**src/rtl/dehaze_pkg.sv**
```systemverilog
`default_nettype none
// ============================================================================
// Module : dehaze_pkg
// Brief  : Shared dehaze pipeline defaults and atmospheric-light FSM encodings.
// Rev    : 1.0  initial release
// ============================================================================
package dehaze_pkg;

    localparam int DEHAZE_DATA_WIDTH = 8;
    localparam int DEHAZE_IMG_WIDTH  = 320;
    localparam int DEHAZE_IMG_HEIGHT = 240;

    typedef enum logic [1:0] {
        ST_IDLE  = 2'd0,
        ST_ACCUM = 2'd1,
        ST_DONE  = 2'd2
    } ale_state_t;

endpackage : dehaze_pkg
`default_nettype wire

```
**src/rtl/raster_counter.sv**
```systemverilog
`default_nettype none
// ============================================================================
// Module : raster_counter
// Brief  : x/y raster position tracker; x/y give the position of the next pixel.
// Rev    : 1.0  initial release
// ============================================================================
module raster_counter
    import dehaze_pkg::*;
#(
    parameter int IMG_WIDTH  = DEHAZE_IMG_WIDTH,
    parameter int IMG_HEIGHT = DEHAZE_IMG_HEIGHT
) (
    input  logic                          clk,
    input  logic                          rst_n,
    input  logic                          start,
    input  logic                          advance,
    output logic [$clog2(IMG_WIDTH)-1:0]  x,
    output logic [$clog2(IMG_HEIGHT)-1:0] y,
    output logic                          last
);

    localparam int XW = $clog2(IMG_WIDTH);
    localparam int YW = $clog2(IMG_HEIGHT);
    localparam logic [XW-1:0] C_X_MAX = XW'(IMG_WIDTH - 1);
    localparam logic [YW-1:0] C_Y_MAX = YW'(IMG_HEIGHT - 1);
    localparam logic [XW-1:0] C_X_ONE = XW'(1);

    logic w_x_last;
    logic w_y_last;

    assign w_x_last = (x == C_X_MAX);
    assign w_y_last = (y == C_Y_MAX);
    assign last     = w_x_last && w_y_last;

    // start means the current pixel is (0,0), so the next one is (1,0)
    always_ff @(posedge clk or negedge rst_n) begin
        if (!rst_n) begin
            x <= '0;
            y <= '0;
        end else if (start) begin
            x <= C_X_ONE;
            y <= '0;
        end else if (advance) begin
            if (w_x_last) begin
                x <= '0;
                y <= w_y_last ? '0 : y + 1'b1;
            end else begin
                x <= x + 1'b1;
            end
        end
    end

endmodule : raster_counter
`default_nettype wire

```
**src/rtl/atmos_light_est.sv**
```systemverilog
`default_nettype none
// ============================================================================
// Module : atmos_light_est
// Brief  : Per-frame atmospheric light estimate: RGB at the max dark-channel pixel.
// Rev    : 1.0  initial release
// ============================================================================
module atmos_light_est
    import dehaze_pkg::*;
#(
    parameter int DATA_WIDTH = DEHAZE_DATA_WIDTH,
    parameter int IMG_WIDTH  = DEHAZE_IMG_WIDTH,
    parameter int IMG_HEIGHT = DEHAZE_IMG_HEIGHT
) (
    input  logic                          clk,
    input  logic                          rst_n,
    input  logic                          valid_in,
    input  logic                          sof_in,
    input  logic [DATA_WIDTH-1:0]         dark_in,
    input  logic [DATA_WIDTH-1:0]         r_in,
    input  logic [DATA_WIDTH-1:0]         g_in,
    input  logic [DATA_WIDTH-1:0]         b_in,
    output logic                          a_valid,
    output logic [DATA_WIDTH-1:0]         a_r,
    output logic [DATA_WIDTH-1:0]         a_g,
    output logic [DATA_WIDTH-1:0]         a_b,
    output logic [DATA_WIDTH-1:0]         a_dark,
    output logic [$clog2(IMG_WIDTH)-1:0]  a_x,
    output logic [$clog2(IMG_HEIGHT)-1:0] a_y,
    output logic                          busy
);

    localparam int XW = $clog2(IMG_WIDTH);
    localparam int YW = $clog2(IMG_HEIGHT);

    ale_state_t r_state;
    ale_state_t w_next_state;

    logic [XW-1:0]         w_x;
    logic [YW-1:0]         w_y;
    logic                  w_last;
    logic                  w_start;
    logic                  w_step;
    logic                  w_win;
    logic                  w_frame_end;

    logic [DATA_WIDTH-1:0] r_best_r;
    logic [DATA_WIDTH-1:0] r_best_g;
    logic [DATA_WIDTH-1:0] r_best_b;
    logic [DATA_WIDTH-1:0] r_best_dark;
    logic [XW-1:0]         r_best_x;
    logic [YW-1:0]         r_best_y;

    // sof restarts the frame from any state, including an unfinished ACCUM
    assign w_start     = valid_in && sof_in;
    assign w_step      = valid_in && !sof_in && (r_state == ST_ACCUM);
    assign w_win       = dark_in > r_best_dark;
    assign w_frame_end = w_step && w_last;

    raster_counter #(
        .IMG_WIDTH  (IMG_WIDTH),
        .IMG_HEIGHT (IMG_HEIGHT)
    ) u_raster (
        .clk     (clk),
        .rst_n   (rst_n),
        .start   (w_start),
        .advance (w_step),
        .x       (w_x),
        .y       (w_y),
        .last    (w_last)
    );

    always_ff @(posedge clk or negedge rst_n) begin
        if (!rst_n) begin
            r_state <= ST_IDLE;
        end else begin
            r_state <= w_next_state;
        end
    end

    always_comb begin
        w_next_state = r_state;
        busy         = 1'b0;
        case (r_state)
            ST_IDLE: begin
                if (w_start) w_next_state = ST_ACCUM;
            end
            ST_ACCUM: begin
                busy = 1'b1;
                if (w_start)          w_next_state = ST_ACCUM;
                else if (w_frame_end) w_next_state = ST_DONE;
            end
            ST_DONE: begin
                w_next_state = w_start ? ST_ACCUM : ST_IDLE;
            end
            default: w_next_state = ST_IDLE;
        endcase
    end

    always_ff @(posedge clk or negedge rst_n) begin
        if (!rst_n) begin
            r_best_r    <= '0;
            r_best_g    <= '0;
            r_best_b    <= '0;
            r_best_dark <= '0;
            r_best_x    <= '0;
            r_best_y    <= '0;
        end else if (w_start) begin
            r_best_r    <= r_in;
            r_best_g    <= g_in;
            r_best_b    <= b_in;
            r_best_dark <= dark_in;
            r_best_x    <= '0;
            r_best_y    <= '0;
        end else if (w_step && w_win) begin
            r_best_r    <= r_in;
            r_best_g    <= g_in;
            r_best_b    <= b_in;
            r_best_dark <= dark_in;
            r_best_x    <= w_x;
            r_best_y    <= w_y;
        end
    end

    // Results are captured on the edge that accepts the last pixel, folding that
    // pixel in directly, so they are already stable during the DONE cycle.
    always_ff @(posedge clk or negedge rst_n) begin
        if (!rst_n) begin
            a_valid <= 1'b0;
            a_r     <= '0;
            a_g     <= '0;
            a_b     <= '0;
            a_dark  <= '0;
            a_x     <= '0;
            a_y     <= '0;
        end else begin
            a_valid <= w_frame_end;
            if (w_frame_end) begin
                a_r    <= w_win ? r_in    : r_best_r;
                a_g    <= w_win ? g_in    : r_best_g;
                a_b    <= w_win ? b_in    : r_best_b;
                a_dark <= w_win ? dark_in : r_best_dark;
                a_x    <= w_win ? w_x     : r_best_x;
                a_y    <= w_win ? w_y     : r_best_y;
            end
        end
    end

endmodule : atmos_light_est
`default_nettype wire

```
**config.mk**
```make
export PLATFORM = sky130hd
export DESIGN_NAME = atmos_light_est
export DESIGN_NICKNAME = d
export VERILOG_FILES = /design/src/rtl/dehaze_pkg.sv /design/src/rtl/raster_counter.sv /design/src/rtl/atmos_light_est.sv
export SDC_FILE = /design/constraint.sdc
export NUM_CORES = 1
export LEC_CHECK = 0
export CORE_MARGIN = 5
export CORE_UTILIZATION = 54
export DETAILED_ROUTE_END_ITERATION = 8
export GPL_TIMING_DRIVEN = 0
export PLACE_DENSITY = 0.9
export SKIP_CTS_REPAIR_TIMING = 1
export SLEW_MARGIN = 20
export SYNTH_ARGS = -nofsm -noshare
export SYNTH_HDL_FRONTEND = slang
export SYNTH_HIERARCHICAL = 1
export SYNTH_SLANG_ARGS = --single-unit
```
**constraint.sdc**
```tcl
create_clock -name clk -period 3.2 [get_ports clk]
set_input_delay 0.8 -clock clk [delete_from_list [all_inputs] [get_ports clk]]
set_output_delay 0.8 -clock clk [all_outputs]
set_load 0.005 [all_outputs]
```
==> results of run 1 <==
cell families after synthesis:
| family | count (synthesis) |
|---|---|
| buffers and inverters | 66 |
| AO/OA/AOI/OAI | 84 |
| XOR/XNOR | 5 |
| adder cells (fa/ha/maj) | 10 |
| AND/OR/NAND/NOR | 231 |
| multiplexers | 50 |
| flip-flops | 118 |
stage by stage:
stage                     hold WS [ps]  setup WS (ps)  instance area, um^2  utilization  instances
after floorplan                    419            468                 5840            -        564
after global placement             432          -3070                 6880        0.643        790
after detailed placement           436           -274                 6900        0.645        791
after CTS                          172            195                 7500        0.701        823
after global routing               194           3.85                 7500        0.701        823
final                              176            172                 7500        0.701        823
Yosys cell counts (all sizes together) (8+ instances only):
| master | count | area share |
|---|---|---|
| buf | 13 | 0.017 |
| dfrtp | 118 | 0.51 |
| o21ai | 8 | 0.0069 |
| mux2 | 32 | 0.081 |
| mux2i | 18 | 0.031 |
| nand3 | 8 | 0.0090 |
| ha | 10 | 0.021 |
| nand2 | 130 | 0.084 |
| o211ai | 50 | 0.064 |
| nor2 | 11 | 0.0071 |
| clkbuf | 29 | 0.019 |
| inv | 24 | 0.015 |
| nand4 | 53 | 0.062 |
| a21oi | 14 | 0.012 |
cell type report:
cell class / count / share of cell area
well taps: 140 / 0.0234
flip-flops and latches: 118 / 0.394
clock inverters: 10 / 0.0204
multi-input cells: 380 / 0.345
clock buffers: 22 / 0.0591
plain buffers: 42 / 0.0277
repair buffers: 87 / 0.119
inverters: 24 / 0.0120
worst max path at each step:
stage | depth (start not counted) | startpoint | to | slack [ps]
floorplan | 7 | dark_in[3] | r_best_b[0]$_DFFE_PN0P_ | 470
global placement | 1 | rst_n | r_best_g[0]$_DFFE_PN0P_ | -3070
detailed placement | 9 | dark_in[1] | a_g[6]$_DFFE_PN0P_ | -270
CTS | 9 | dark_in[1] | a_g[6]$_DFFE_PN0P_ | 190
global route | 9 | dark_in[1] | a_g[6]$_DFFE_PN0P_ | 4
finish | 9 | dark_in[1] | a_g[6]$_DFFE_PN0P_ | 170
power by group:
group,internal [uW],switching [uW]
clock,1280,652
combinational,310,407
sequential,1610,91.4
cell usage in the layout (no fill, tap or decap), drive strengths merged, types with 2 or more instances in the layout:
cell type and count:
nand2 130, dfrtp 118, clkdlybuf4s50 85, nand4 53, clkbuf 51, o211ai 50
mux2 32, inv 24, mux2i 18, buf 15, a21oi 14, nor2 11
ha 10, nand3 8, o21ai 8, clkinv 5, nand2b 5, or4 5
nor2b 4, bufinv 4, and3 4, nor3 3, xor2 3, a211o 2
a41oi 2, xnor2 2
layer usage:
metal / share of wire / vias to the layer above
li1: - / 2233
met1: 0.40 / 2467
met2: 0.50 / 222
met3: 0.065 / 57
met4: 0.033 / 0
met5: 0 / -
==> flow_metrics.tcl, run 1 <==
set metrics [dict create \
    gr-usage-met3 0.0663 \
    seq_area_um2 2950 \
    die_area_um2 13000 \
    start_util 0.546 \
    multiInputGateArea_um2 2590 \
    cts.sinks 118 \
    synth_compound_area_frac 0.104 \
    p_leak_uw 0.00318 \
    maxSlewViolCount 0 \
    synth_cells 564 \
    synth-xor-area-share 0.00750 \
    rows 38 \
    syn2layout_area_growth_pct 28.4 \
    setup-violations-final 0 \
    antenna_found_initial 0 \
    synth_top_family_by_area "simple AND/OR/NAND/NOR gates" \
    grt_pass1_vias 5131 \
    htreeDepth 4 \
    vias 4979 \
    async_reset_ff_frac 1.00 \
    drc 0 \
    ff2ff_path_depth 9 \
    globalplace.congestion 0.851 \
    nets 716 \
    grtUsageMet2 0.406 \
    ys_seq_elements 118 \
    layout-drive-gt1-share 0.127 \
    finalWirelength_um 15500 \
    grt_setup_unrepaired "no" \
    synthAdderAreaFrac 0.0214 \
    ys_seq_area_frac 0.506 \
    muxShareOfSynthArea 0.112 \
    period_share 0.946 \
    max_cap_violations 0 \
    status "completed" \
    crit_required_ps 3640 \
    fmax_mhz 330 \
    critPathCaptureType "flop" \
    numCtsBuffers 17 \
    fillers 707 \
    cellPowerDensity_nw_per_um2 580 \
    final.setup.tns_ps 0 \
    worstHoldPathType "in2async" \
    synth_cell_types 48 \
    grt_pass1_wl_um 25800 \
    clock_skew_ps 8.62 \
    cts_tree "built" \
    hold_viol 0 \
    ios 87 \
    slew-limit-headroom 0.597 \
    wl_per_cell_um 18.9 \
    finalCriticalPeriod_ps 3030 \
    viasPerCell 6.05 \
    dr.pass1.iters 7 \
    cts_root_buf "clkbuf_8" \
    place_hpwl_um 10300 \
    slowest_stage "clkdlybuf4s50_1" \
    syn_avg_cell_area_um2 10.4 \
    top_regs "a_x x9, r_best_x x9, u_raster/x x9" \
    critical-path-top-delay-family "buffers and inverters" \
    use_met1 0.313 \
    synth-main-ff-cell "dfrtp_1" \
    grt_max_degree 80 \
    regToRegStartpoint "u_raster/y[1]$_DFFE_PN0P_" \
    vdd_drop_max_v 0.000404 \
    path_buf_inv 3 \
    grt_util_all_layers 0.251 \
    insertion_delay_ps 530 \
    ff2ff_setup_slack_ps 430 \
    rr_endpoint "a_x[2]$_DFFE_PN0P_" \
    slowest_delay_ps 450 \
    tightestPinTransition_ps 605 \
    synth_nets 610 \
    fp.coreArea_um2 10700 \
    worst_ep_arrival_time_ps 3470 \
    cp_max_fo 10 \
    drtIter0Drc 537 \
    syn_area_um2 5840 \
    clock_tree.buffer_depth 2 \
    ant_nets 0 \
    die_y_um 114 \
    busiest_layer "met2" \
    synth_edf_count 0 \
    synth_warnings 6 \
    crit_type "in2reg" \
    n_antenna_cell 0 \
    grt-ovfl-total 0 \
    power.total_uw 4350 \
    io_buffers 86 \
    yosys.area_share.simple 0.199 \
    die_x_um 114 \
    worstPathCellList "clkdlybuf4s50_1 > ha_1 > nor2b_1 > o211ai_1 > a211o_1 > clkbuf_1 > clkbuf_1 > nand4_1 > o211ai_1" \
    crit_path_start_kind "input pin" \
    clk_pin_slew_ps 50 \
]
(Power assumes the default switching activity.)
==> run 2, diff against run 1 <==
Settings changed: CORE_UTILIZATION 54 to 60, DONT_BUFFER_PORTS from default to 1, PLACE_DENSITY 0.9 to 0.86.
==> flow_metrics.tcl, run 2 (synthesis results as in run 1) <==
set metrics [dict create \
    fin_area_um2 6640 \
    n_antenna_cell 0 \
    nets 629 \
    viasPerCell 6.28 \
    setup-violations-final 0 \
    cpMostUsedCell "nand4_1" \
    die_x_um 109 \
    ff2ff_path_depth 9 \
    clk_pin_slew_ps 60 \
    vdd_drop_max_v 0.000299 \
    hold_viol 58 \
    layout-drive-gt1-share 0.149 \
    seq_area_um2 2950 \
    slowest_stage "dfrtp_1" \
    slew-limit-headroom 0.620 \
    ios 87 \
    power.total_uw 4330 \
    fillers 673 \
    max_cap_violations 0 \
    mostFrequentLayoutCells "130 x nand2_1, 118 x dfrtp_1, 51 x nand4_1" \
    multiInputGateArea_um2 2590 \
    fmax_mhz 358 \
    syn2layout_area_growth_pct 13.6 \
    cts.sinks 118 \
    insertion_delay_ps 520 \
    wl_per_cell_um 19.7 \
    finalWirelength_um 14300 \
    final.setup.tns_ps 0 \
    clock_skew_ps 7.46 \
    globalplace.congestion 0.802 \
    place_hpwl_um 9590 \
    drc 0 \
    numCtsBuffers 17 \
    finalCriticalPeriod_ps 2790 \
    place_area_um2 6010 \
    ant_nets 0 \
    grt_setup_unrepaired "no" \
    worst_ep_arrival_time_ps 3230 \
    period_share 0.873 \
    grt_max_degree 119 \
    io_buffers 0 \
    vias 4576 \
    dr.pass1.iters 5 \
    slowest_delay_ps 450 \
    grt_pass1_vias 4746 \
    worstHoldPathType "in2async" \
    cts_tree "built" \
    clock_tree.buffer_depth 2 \
    cellPowerDensity_nw_per_um2 653 \
    hold_ws_ps -20.8 \
    worstPathCellList "ha_1 > and3_1 > nand4_1 > nor2_1 > nand2_1 > inv_2 > clkbuf_1 > nand4_1 > o211ai_1" \
    htreeDepth 4 \
    drtIter0Drc 677 \
    maxSlewViolCount 0 \
    cp_max_fo 10 \
    fin_ws_ps 405 \
    start_util 0.606 \
    die_y_um 109 \
    status "complete, but fails checks" \
    grt_util_all_layers 0.258 \
    tightestPinTransition_ps 570 \
    p_leak_uw 0.00287 \
    fp.coreArea_um2 9640 \
    final_common_cell "nand2_1" \
    crit_type "reg2reg" \
    crit_path_start_kind "flop" \
    place_worst_setup_slack_ps 253 \
    top_regs "a_x x9, r_best_x x9, u_raster/x x9" \
    rows 36 \
    cts_root_buf "clkbuf_8" \
    grt-ovfl-total 0 \
    grt_pass1_wl_um 23600 \
    violations "hold timing" \
    die_area_um2 11800 \
    crit_required_ps 3630 \
    antenna_found_initial 0 \
    critPathCaptureType "flop" \
]
-- run 2: cell types whose count changed in the layout (fill, tap and decap cells not counted), moves of 2 or more --
cell / before / now
clkbuf_8: 2 / 4
clkdlybuf4s50_1: 85 / 0
clkinvlp_4: 1 / 3
clkbuf_1: 33 / 29
clkinv_4: 0 / 2
clkinv_2: 5 / 3
-- run 2: per-stage QoR --
stage / cells / hold slack (ps) / utilization
floorplan: 564 / 419 / -
global placement: 697 / 431 / 0.623
detailed placement: 697 / 445 / 0.623
CTS: 729 / -45.2 / 0.688
global route: 729 / -46.5 / 0.688
finish: 729 / -20.8 / 0.688
-- run 2: metal layers --
metal	vias up	track usage	routed length, um
met5	-	0	0
met3	51	0.0835	1180
met4	0	0.140	498
met1	2258	0.324	5690
met2	225	0.398	6950
li1	2042	-	-
-- run 2: worst paths after layout --
check	from	endpoint	slack, ps
max	u_raster/y[1]$_DFFE_PN0P_	a_r[7]$_DFFE_PN0P_	410
max in group asynchronous	rst_n	r_best_dark[7]$_DFFE_PN0P_	3050
max reg2reg	u_raster/y[1]$_DFFE_PN0P_	a_r[7]$_DFFE_PN0P_	410
min in group clk	b_in[5]	r_best_b[5]$_DFFE_PN0P_	420
min reg2reg	r_state[1]$_DFFE_PN0P_	r_state[0]$_DFFE_PN0P_	450
min	rst_n	u_raster/x[6]$_DFFE_PN0P_	-20
-- run 2: layout make-up --
type,count,share of cell area
sequential,118,0.445
tap,133,0.0251
buffer,42,0.0313
inverter,24,0.0136
clock inverter,12,0.0264
clock buffer,20,0.0686
multi-input combinational,380,0.390
-- run 2: power breakdown --
part           total, uW  switching [uW]  leakage [uW]  internal [uW]
clock network       2010             683      0.000303           1320
registers           1700            90.1       0.00156           1610
logic                624             355       0.00100            269
total               4330            1130       0.00287           3210
-- run 2: critical path: cells and delay by family (launching register included) --
kind	cells	cell delay (ps)
buffers and inverters	2	640
DFF	1	450
adders and majority gates	1	230
AOI/OAI and AO/OA	1	140
and+or+nand+nor	5	1240
==> run 3, diff against run 2 <==
Settings changed: CTS_BUF_LIST from default to sky130_fd_sc_hd__clkbuf_16, GPL_ROUTABILITY_DRIVEN from default to 0, SKIP_CTS_REPAIR_TIMING 1 to default.
==> flow_metrics.tcl, run 3 (synthesis results as in run 1) <==
set metrics [dict create \
    worst_ep_arrival_time_ps 3190 \
    worstHoldPathType "in2async" \
    fin_area_um2 6620 \
    htreeDepth 4 \
    ios 87 \
    fp.coreArea_um2 9640 \
    finalCriticalPeriod_ps 2880 \
    grt_setup_unrepaired "no" \
    grt_pass1_wl_um 23800 \
    p_int_uw 3170 \
    start_util 0.606 \
    n_antenna_cell 0 \
    clock_tree.buffer_depth 2 \
    status "completed" \
    syn2layout_area_growth_pct 13.3 \
    place_worst_setup_slack_ps 253 \
    grt-ovfl-total 0 \
    seq_power_share 0.396 \
    p_leak_uw 0.00286 \
    critPathCaptureType "flop" \
    crit_required_ps 3510 \
    top_regs "a_x x9, r_best_x x9, u_raster/x x9" \
    crit_path_start_kind "flop" \
    cts_root_buf "clkbuf_16" \
    insertion_delay_ps 420 \
    die_area_um2 11800 \
    power_frac_comb 0.145 \
    layout-drive-gt1-share 0.144 \
    max_cap_violations 0 \
    clk_pin_slew_ps 50 \
    mostFrequentLayoutCells "130 x nand2_1, 118 x dfrtp_1, 51 x nand4_1" \
    cp_max_fo 10 \
    ff2ff_setup_slack_ps 320 \
    nets 629 \
    vias 4634 \
    swShare 0.264 \
    hold_viol 0 \
    wl_per_cell_um 20.0 \
    dr.pass1.iters 5 \
    drtIter0Drc 560 \
    place_hpwl_um 9590 \
    cts_hold_buf 0 \
    finalWirelength_um 14600 \
    p_sw_uw 1140 \
    setup-violations-final 0 \
    cellPowerDensity_nw_per_um2 651 \
    place_area_um2 6010 \
    ff2ff_path_depth 9 \
    rows 36 \
    regToRegStartpoint "u_raster/y[1]$_DFFE_PN0P_" \
    viasPerCell 6.36 \
    grt_max_degree 119 \
    final.setup.tns_ps 0 \
    final_common_cell "nand2_1" \
    antenna_found_initial 0 \
    cts_tree "built" \
    ant_nets 0 \
    fin_util 0.687 \
    maxSlewViolCount 0 \
    fin_ws_ps 323 \
    period_share 0.899 \
    io_buffers 0 \
    pwr-share-clk 0.460 \
    slew-limit-headroom 0.606 \
    power.total_uw 4310 \
    rr_endpoint "a_y[3]$_DFFE_PN0P_" \
    cts_resized 0 \
    postCtsSetupBuffers 0 \
    vdd_drop_max_v 0.000273 \
    numCtsBuffers 17 \
    grt_pass1_vias 4780 \
    cts.sinks 118 \
    die_x_um 109 \
    clock_skew_ps 7.88 \
    tightestPinTransition_ps 591 \
    fmax_mhz 348 \
    crit_type "reg2reg" \
    grt_util_all_layers 0.262 \
    die_y_um 109 \
    drc 0 \
]
[run 3: cell count changes in the layout (fill, tap and decap cells not counted)]
| cell | delta |
|---|---|
| clkinv_1 | +3 |
| clkbuf_8 | -4 |
| clkbuf_16 | +1 |
[run 3: per-layer routing]
| layer | part of all wire | global-route usage | wire (um) | vias to the layer above |
|---|---|---|---|---|
| met5 | 0 | 0 | 0 | - |
| met4 | 0.039 | 0.137 | 574 | 0 |
| met2 | 0.49 | 0.409 | 7130 | 217 |
| met3 | 0.080 | 0.0853 | 1160 | 56 |
| li1 | - | - | - | 2048 |
| met1 | 0.39 | 0.326 | 5690 | 2313 |
[run 3: stage by stage]
stage               hold slack, ps  cells
floorplan                      419    564
detailed placement             445    697
CTS                           69.2    729
global route                  65.8    729
global placement               431    697
finish                        84.2    729
[run 3: worst max-delay path, stage by stage, from the launching register on]
cell      delay (ps)
dfrtp_1          450
ha_1             230
and3_1           250
nand4_1          290
nor2_1           270
nand2_1          230
inv_2            210
clkbuf_1         420
nand2_1          170
o211ai_1         250
[run 3: worst max path at each step]
stage | startpoint | to | slack [ps] | cells after the start
after floorplan | dark_in[3] | r_best_b[0]$_DFFE_PN0P_ | 470 | 7
after global placement | dark_in[3] | r_best_g[0]$_DFFE_PN0P_ | 300 | 7
after detailed placement | dark_in[3] | r_best_g[7]$_DFFE_PN0P_ | 250 | 7
after CTS | u_raster/y[1]$_DFFE_PN0P_ | a_y[3]$_DFFE_PN0P_ | 400 | 9
after global routing | u_raster/y[1]$_DFFE_PN0P_ | a_g[0]$_DFFE_PN0P_ | 200 | 10
final | u_raster/y[1]$_DFFE_PN0P_ | a_y[3]$_DFFE_PN0P_ | 320 | 9
[run 3: area by class of cell]
class | count | area (um^2)
Clock inverter | 15 | 186
Sequential cell | 118 | 2950
Buffer | 42 | 208
Clock buffer | 17 | 425
Inverter | 24 | 90.1
Multi-Input combinational cell | 380 | 2590
Tap cell | 133 | 166
Fill cell | 671 | 3020
[run 3: power by group through the flow]
| stage | Sequential [uW] | Clock [uW] | Combinational, uW |
|---|---|---|---|
| after floorplan | 1690 | 0 | 496 |
| after global placement | 1710 | 0 | 595 |
| after detailed placement | 1720 | 0 | 613 |
| after CTS | 1700 | 1990 | 622 |
| after global routing | 1710 | 2060 | 676 |
| final | 1700 | 1980 | 624 |
